===== src/rtl/fpu_config_loader.sv =====
// fpu_config_loader: fetches one 512-bit configuration line from memory on request
// and applies it to the convolution filter, image-geometry and address registers.
// Optional feature macro: FPU_CFG_TIMEOUT_EN adds a watchdog that briefly drops and
// re-raises the memory request if no return arrives within TIMEOUT_CYCLES cycles.
module fpu_config_loader #(
    parameter logic [31:0] CONFIG_ADDR    = 32'h0000_1000,
    parameter int unsigned TIMEOUT_CYCLES = 255
) (
    input  logic               clk,
    input  logic               rst,
    input  logic               load_config_start,
    input  logic               mapped_data_valid,
    input  logic [511:0]       data_mem,
    output logic               mapped_data_request,
    output logic [31:0]        address_mem,
    output logic               load_config_done,
    output logic signed [7:0]  filter [9],
    output logic [15:0]        image_width,
    output logic [15:0]        image_height,
    output logic [31:0]        start_address,
    output logic [31:0]        result_address
);

    typedef enum logic [1:0] {StIdle, StReq, StDone} state_t;

    state_t state_q;

    // Bits above the last field carry nothing for this block.
    logic unused_data;
    assign unused_data = ^data_mem[511:168];

`ifdef FPU_CFG_TIMEOUT_EN
    logic [31:0] cnt_q;
`else
    logic [31:0] unused_timeout;
    assign unused_timeout = TIMEOUT_CYCLES;
`endif

    // Fetch FSM; every output is a register updated here.
    always_ff @(posedge clk or posedge rst) begin
        if (rst) begin
            state_q             <= StIdle;
            mapped_data_request <= 1'b0;
            address_mem         <= '0;
            load_config_done    <= 1'b0;
            for (int i = 0; i < 9; i++) filter[i] <= '0;
            image_width         <= '0;
            image_height        <= '0;
            start_address       <= '0;
            result_address      <= '0;
`ifdef FPU_CFG_TIMEOUT_EN
            cnt_q               <= '0;
`endif
        end else begin
            unique case (state_q)
                StIdle: begin
                    load_config_done <= 1'b0;
                    if (load_config_start) begin
                        state_q             <= StReq;
                        mapped_data_request <= 1'b1;
                        address_mem         <= CONFIG_ADDR;
`ifdef FPU_CFG_TIMEOUT_EN
                        cnt_q               <= '0;
`endif
                    end
                end
                StReq: begin
                    if (mapped_data_valid) begin
                        for (int i = 0; i < 9; i++) filter[i] <= data_mem[8*i +: 8];
                        image_width         <= data_mem[87:72];
                        image_height        <= data_mem[103:88];
                        start_address       <= data_mem[135:104];
                        result_address      <= data_mem[167:136];
                        mapped_data_request <= 1'b0;
                        address_mem         <= '0;
                        load_config_done    <= 1'b1;
                        state_q             <= StDone;
`ifdef FPU_CFG_TIMEOUT_EN
                    end else if (!mapped_data_request) begin
                        // One-cycle gap is over: re-issue with a fresh count.
                        mapped_data_request <= 1'b1;
                        cnt_q               <= '0;
                    end else if (cnt_q == TIMEOUT_CYCLES - 1) begin
                        mapped_data_request <= 1'b0;
                        cnt_q               <= '0;
                    end else begin
                        cnt_q <= cnt_q + 32'd1;
`endif
                    end
                end
                StDone: begin
                    load_config_done <= 1'b0;
                    state_q          <= StIdle;
                end
                default: state_q <= StIdle;
            endcase
        end
    end

endmodule


===== config.mk =====
export PLATFORM = sky130hd
export DESIGN_NAME = fpu_config_loader
export DESIGN_NICKNAME = d
export VERILOG_FILES = /design/src/rtl/fpu_config_loader.sv
export SDC_FILE = /design/constraint.sdc
export NUM_CORES = 1
export LEC_CHECK = 0
export CAP_MARGIN = 20
export CORE_AREA = 2 2 280 282
export DETAILED_ROUTE_END_ITERATION = 6
export DIE_AREA = 0 0 282 284
export PLACE_DENSITY = 0.44
export SYNTH_ARGS = -nofsm -noshare
export SYNTH_HDL_FRONTEND = slang
export SYNTH_SLANG_ARGS = --single-unit

===== constraint.sdc =====
create_clock -name clk -period 9.6 [get_ports clk]
set_clock_uncertainty 0.05 [all_clocks]
set_input_delay 0.96 -clock clk [delete_from_list [all_inputs] [get_ports clk]]
set_output_delay 0.96 -clock clk [all_outputs]
set_load 0.02 [all_outputs]

==> impl_summary.log <==
[metrics] horizontal extent of the die: 282 um
[metrics] core footprint: 0.0770 mm^2
[metrics] Slowest-stage cell, CP: and2_4
[metrics] final-layout setup total negative slack: 0 ns
[metrics] Multi-input gate area: roughly 0.0024 mm^2
[metrics] proportion of layout cells with a drive suffix above 1: ~27%
[metrics] IO Count: 718
[metrics] combinational cell fraction of total power: between 40% and 50%
[metrics] flip-flop and latch count after synthesis: 172
[metrics] slew at the pin closest to its max-slew limit: 1.09 ns
[metrics] routed wirelength normalized by instance count: 13.3 um
[metrics] reported net switching power: 1070 uW
[metrics] Slew Limit Headroom: a little over a quarter
[metrics] Avg Cell Area, Syn: between 15 and 20 um^2
[metrics] post-DR vias/cell: ~2.5
[metrics] peak supply drop: 0.116 mV
[metrics] number of buffers added by the clock tree synthesis step: 17
[metrics] cell count after synthesis: 403
[metrics] CP Cell Sequence: clkdlybuf4s50_1 > nor2b_2 > and2_4 > buf_4 > mux2_4
[metrics] hold slack: 0.432 ns
[metrics] Final Critical Period: 3.57 ns
[metrics] global-route total usage across every layer: 5.99%
[metrics] wire length of the first global-routing pass: 34.1 mm
[metrics] die height: 284 um
[metrics] initial antenna violation count: 0
[metrics] Clock Tree Root: clkbuf_16
[metrics] Critical Path Source Type: input pin
[metrics] mapped cell area: 0.00706 mm^2
[metrics] period utilization: 37.1%
[metrics] count of inserted antenna diode cells: 0
[metrics] Peak Freq: 0.280 GHz
[metrics] most common library cell in the layout ignoring fill and taps: clkdlybuf4s50_1
[metrics] Clock Path Buffers: 2
[metrics] warnings from Yosys: 0
[metrics] number of levels in the clock H-tree: 4
[metrics] combined flip-flop and latch cell area: between 0.004 and 0.005 mm^2
[metrics] fillcell total: 8535
[metrics] type of the worst setup path: input pin to register
[metrics] sequential share of power: 34.9%
[metrics] delay of the slowest cell on the worst path: 0.88 ns
[metrics] main area contributors after synthesis: dfrtp_1, mux2_4, mux2_2, buf_4, buf_6
[metrics] number of setup buffers added after CTS: 0
[metrics] Static Leak: 0.00478 uW
[metrics] switching share of power: 34.1%
[metrics] area added between synthesis and finish: 71.3%
[metrics] top cell type by total area after synthesis: dfrtp_1
[metrics] Worst Setup Slack post-DPL: 5.54 ns
[metrics] sort of element at the end of the critical path: register
[metrics] area share of the largest cell type after synthesis: 61.0%
[metrics] fraction of power consumed by the clock network: 23.0%
[metrics] overall overflow remaining after global route: 0
[metrics] most frequent cells in the layout: clkdlybuf4s50_1, dfrtp_1, mux2_4
[metrics] part of the Yosys area used for sequential elements: roughly 60%
[metrics] CTS Hold Buffers Added: 0
[metrics] Buf+Inv Stages, Crit Path: 2
[metrics] post-CTS clock slew at the launch and capture registers of the worst setup and hold paths: 0.08 ns
[metrics] Min-Delay Path Class: register to register
[metrics] Detail Route Antenna Nets: 0
[metrics] Final Net Count: 1262
[metrics] clock insertion delay at the later pin of the skew report: between 0.4 and 0.5 ns
[metrics] number of cells after detailed placement: 1767
[metrics] first-pass detailed-route iteration total: 4
[metrics] Initial DRC Count: 90
[metrics] crit-path max FO: 61
[metrics] power density cells: about 260 mW/mm^2
[metrics] internal power: 2070 uW
[metrics] status: completed
[metrics] TritonCTS clock tree: yes
[metrics] quantity of gates resized following cts: 0
[metrics] pin count of the biggest net entering global routing: 108
[metrics] gate family responsible for the most delay along the worst path: buffers and inverters
[metrics] Detailed Route WL: approximately 24 mm
[metrics] Routability Congestion: 0.681
[metrics] count of distinct cell types in the synthesized netlist: 15
[metrics] minimum setup slack in the final design: 6.03 ns
[metrics] overall via count from detail_route: 4517
[metrics] setup repair after global routing missed its margin: false
[metrics] die area: 0.0801 mm^2
[metrics] count of clock tree sinks: 172
[metrics] # port buffers: 342
[metrics] number of global-route vias before repair: roughly 4900
[metrics] final instance count without filler cells: roughly 1800
[metrics] final setup violating endpoints: 0
[metrics] remaining routing DRC violations: 0
[metrics] max-cap check violation count: 0
[metrics] max-slew violations: 0
[metrics] number of hold violations in the final report: 0
[metrics] initial core utilization: 9.17%
[metrics] post-detailed-placement half-perimeter wirelength: approximately 18 mm
[metrics] required time worst endpoint: roughly 10 ns
[metrics] placement row count: 102
[metrics] arrival time worst endpoint: 3.87 ns
[routing by layer]
metal / wire [um] / global-route usage, % / share of wire [%] / vias to the layer above
li1: - / - / - / 2019
met1: 10400 / 7.15 / 43 / 2219
met2: 10700 / 9.19 / 45 / 261
met3: 2360 / 2.50 / 9.9 / 18
met4: 481 / 2.95 / 2.0 / 0
met5: 0 / 0 / 0 / -
[final cells by class]
type,count,share of cell area (%)
Tap cell,1040,10.8
Timing Repair Buffer,345,28.5
Sequential cell,172,35.6
Clock inverter,12,1.10
Inverter,4,0.186
Clock buffer,19,3.75
Multi-Input combinational cell,206,20.1
[worst register-to-register path, cell delays in order (launching register included)]
cell,delay (ns)
dfrtp_1,0.41
nor2b_2,0.16
and2_4,0.88
buf_4,0.94
mux2_4,0.44
[power groups by stage]
stage / combinational (uW) / clock (uW) / sequential [uW]
after floorplan: 380 / 0 / 1390
after global placement: 1340 / 0 / 1100
after detailed placement: 1340 / 0 / 1100
after CTS: 1340 / 767 / 1100
after global routing: 1390 / 792 / 1130
final: 1320 / 723 / 1090
[cell usage after synthesis (all sizes together)]
master,number
a21oi,1
and2,1
buf,51
conb,1
dfrtp,172
inv,4
mux2,168
mux2i,1
nor2,1
nor2b,1
o21a,1
o22ai,1
[through the flow]
step | utilization [%] | total power, uW | instance area, um^2
6_report | 15.7 | 3140 | 12100
5_1_grt | 15.7 | 3310 | 12100
3_5_place_dp | 15.0 | 2440 | 11500
2_1_floorplan | - | 1770 | 7170
4_1_cts | 15.7 | 3210 | 12100
3_3_place_gp | 15.0 | 2440 | 11500
[kinds of logic after synthesis]
group           after synthesis  synth area share, %
mux                         169                 32.3
compound gates                3                0.266
other cells                   1               0.0531
simple gates                  3                0.266
flops                       172                 61.0
buf+inv                      55                 6.20
[final timing paths]
check / slack (ns) / from / cells past startpoint / to
max reg2reg: 6.60 / state_q[1]$_DFFE_PP0P_ / 4 / filter[57]$_DFFE_PP0P_
max in group asynchronous: 6.98 / rst / 3 / image_width[7]$_DFFE_PP0P_
max: 6.03 / mapped_data_valid / 5 / filter[57]$_DFFE_PP0P_
min reg2reg: 0.43 / state_q[1]$_DFFE_PP0P_ / 1 / state_q[0]$_DFFE_PP0P_
min in group asynchronous: 0.97 / rst / 2 / result_address[12]$_DFFE_PP0P_
min: 0.43 / state_q[1]$_DFFE_PP0P_ / 1 / state_q[0]$_DFFE_PP0P_
[flip-flops by register name (all words and copies together), names as in the netlist]
name              count
start_address        32
result_address       32
image_width          16
image_height         16
load_config_done      1
filter               72
address_mem           1
state_q               2
(Power assumes the default switching activity.)
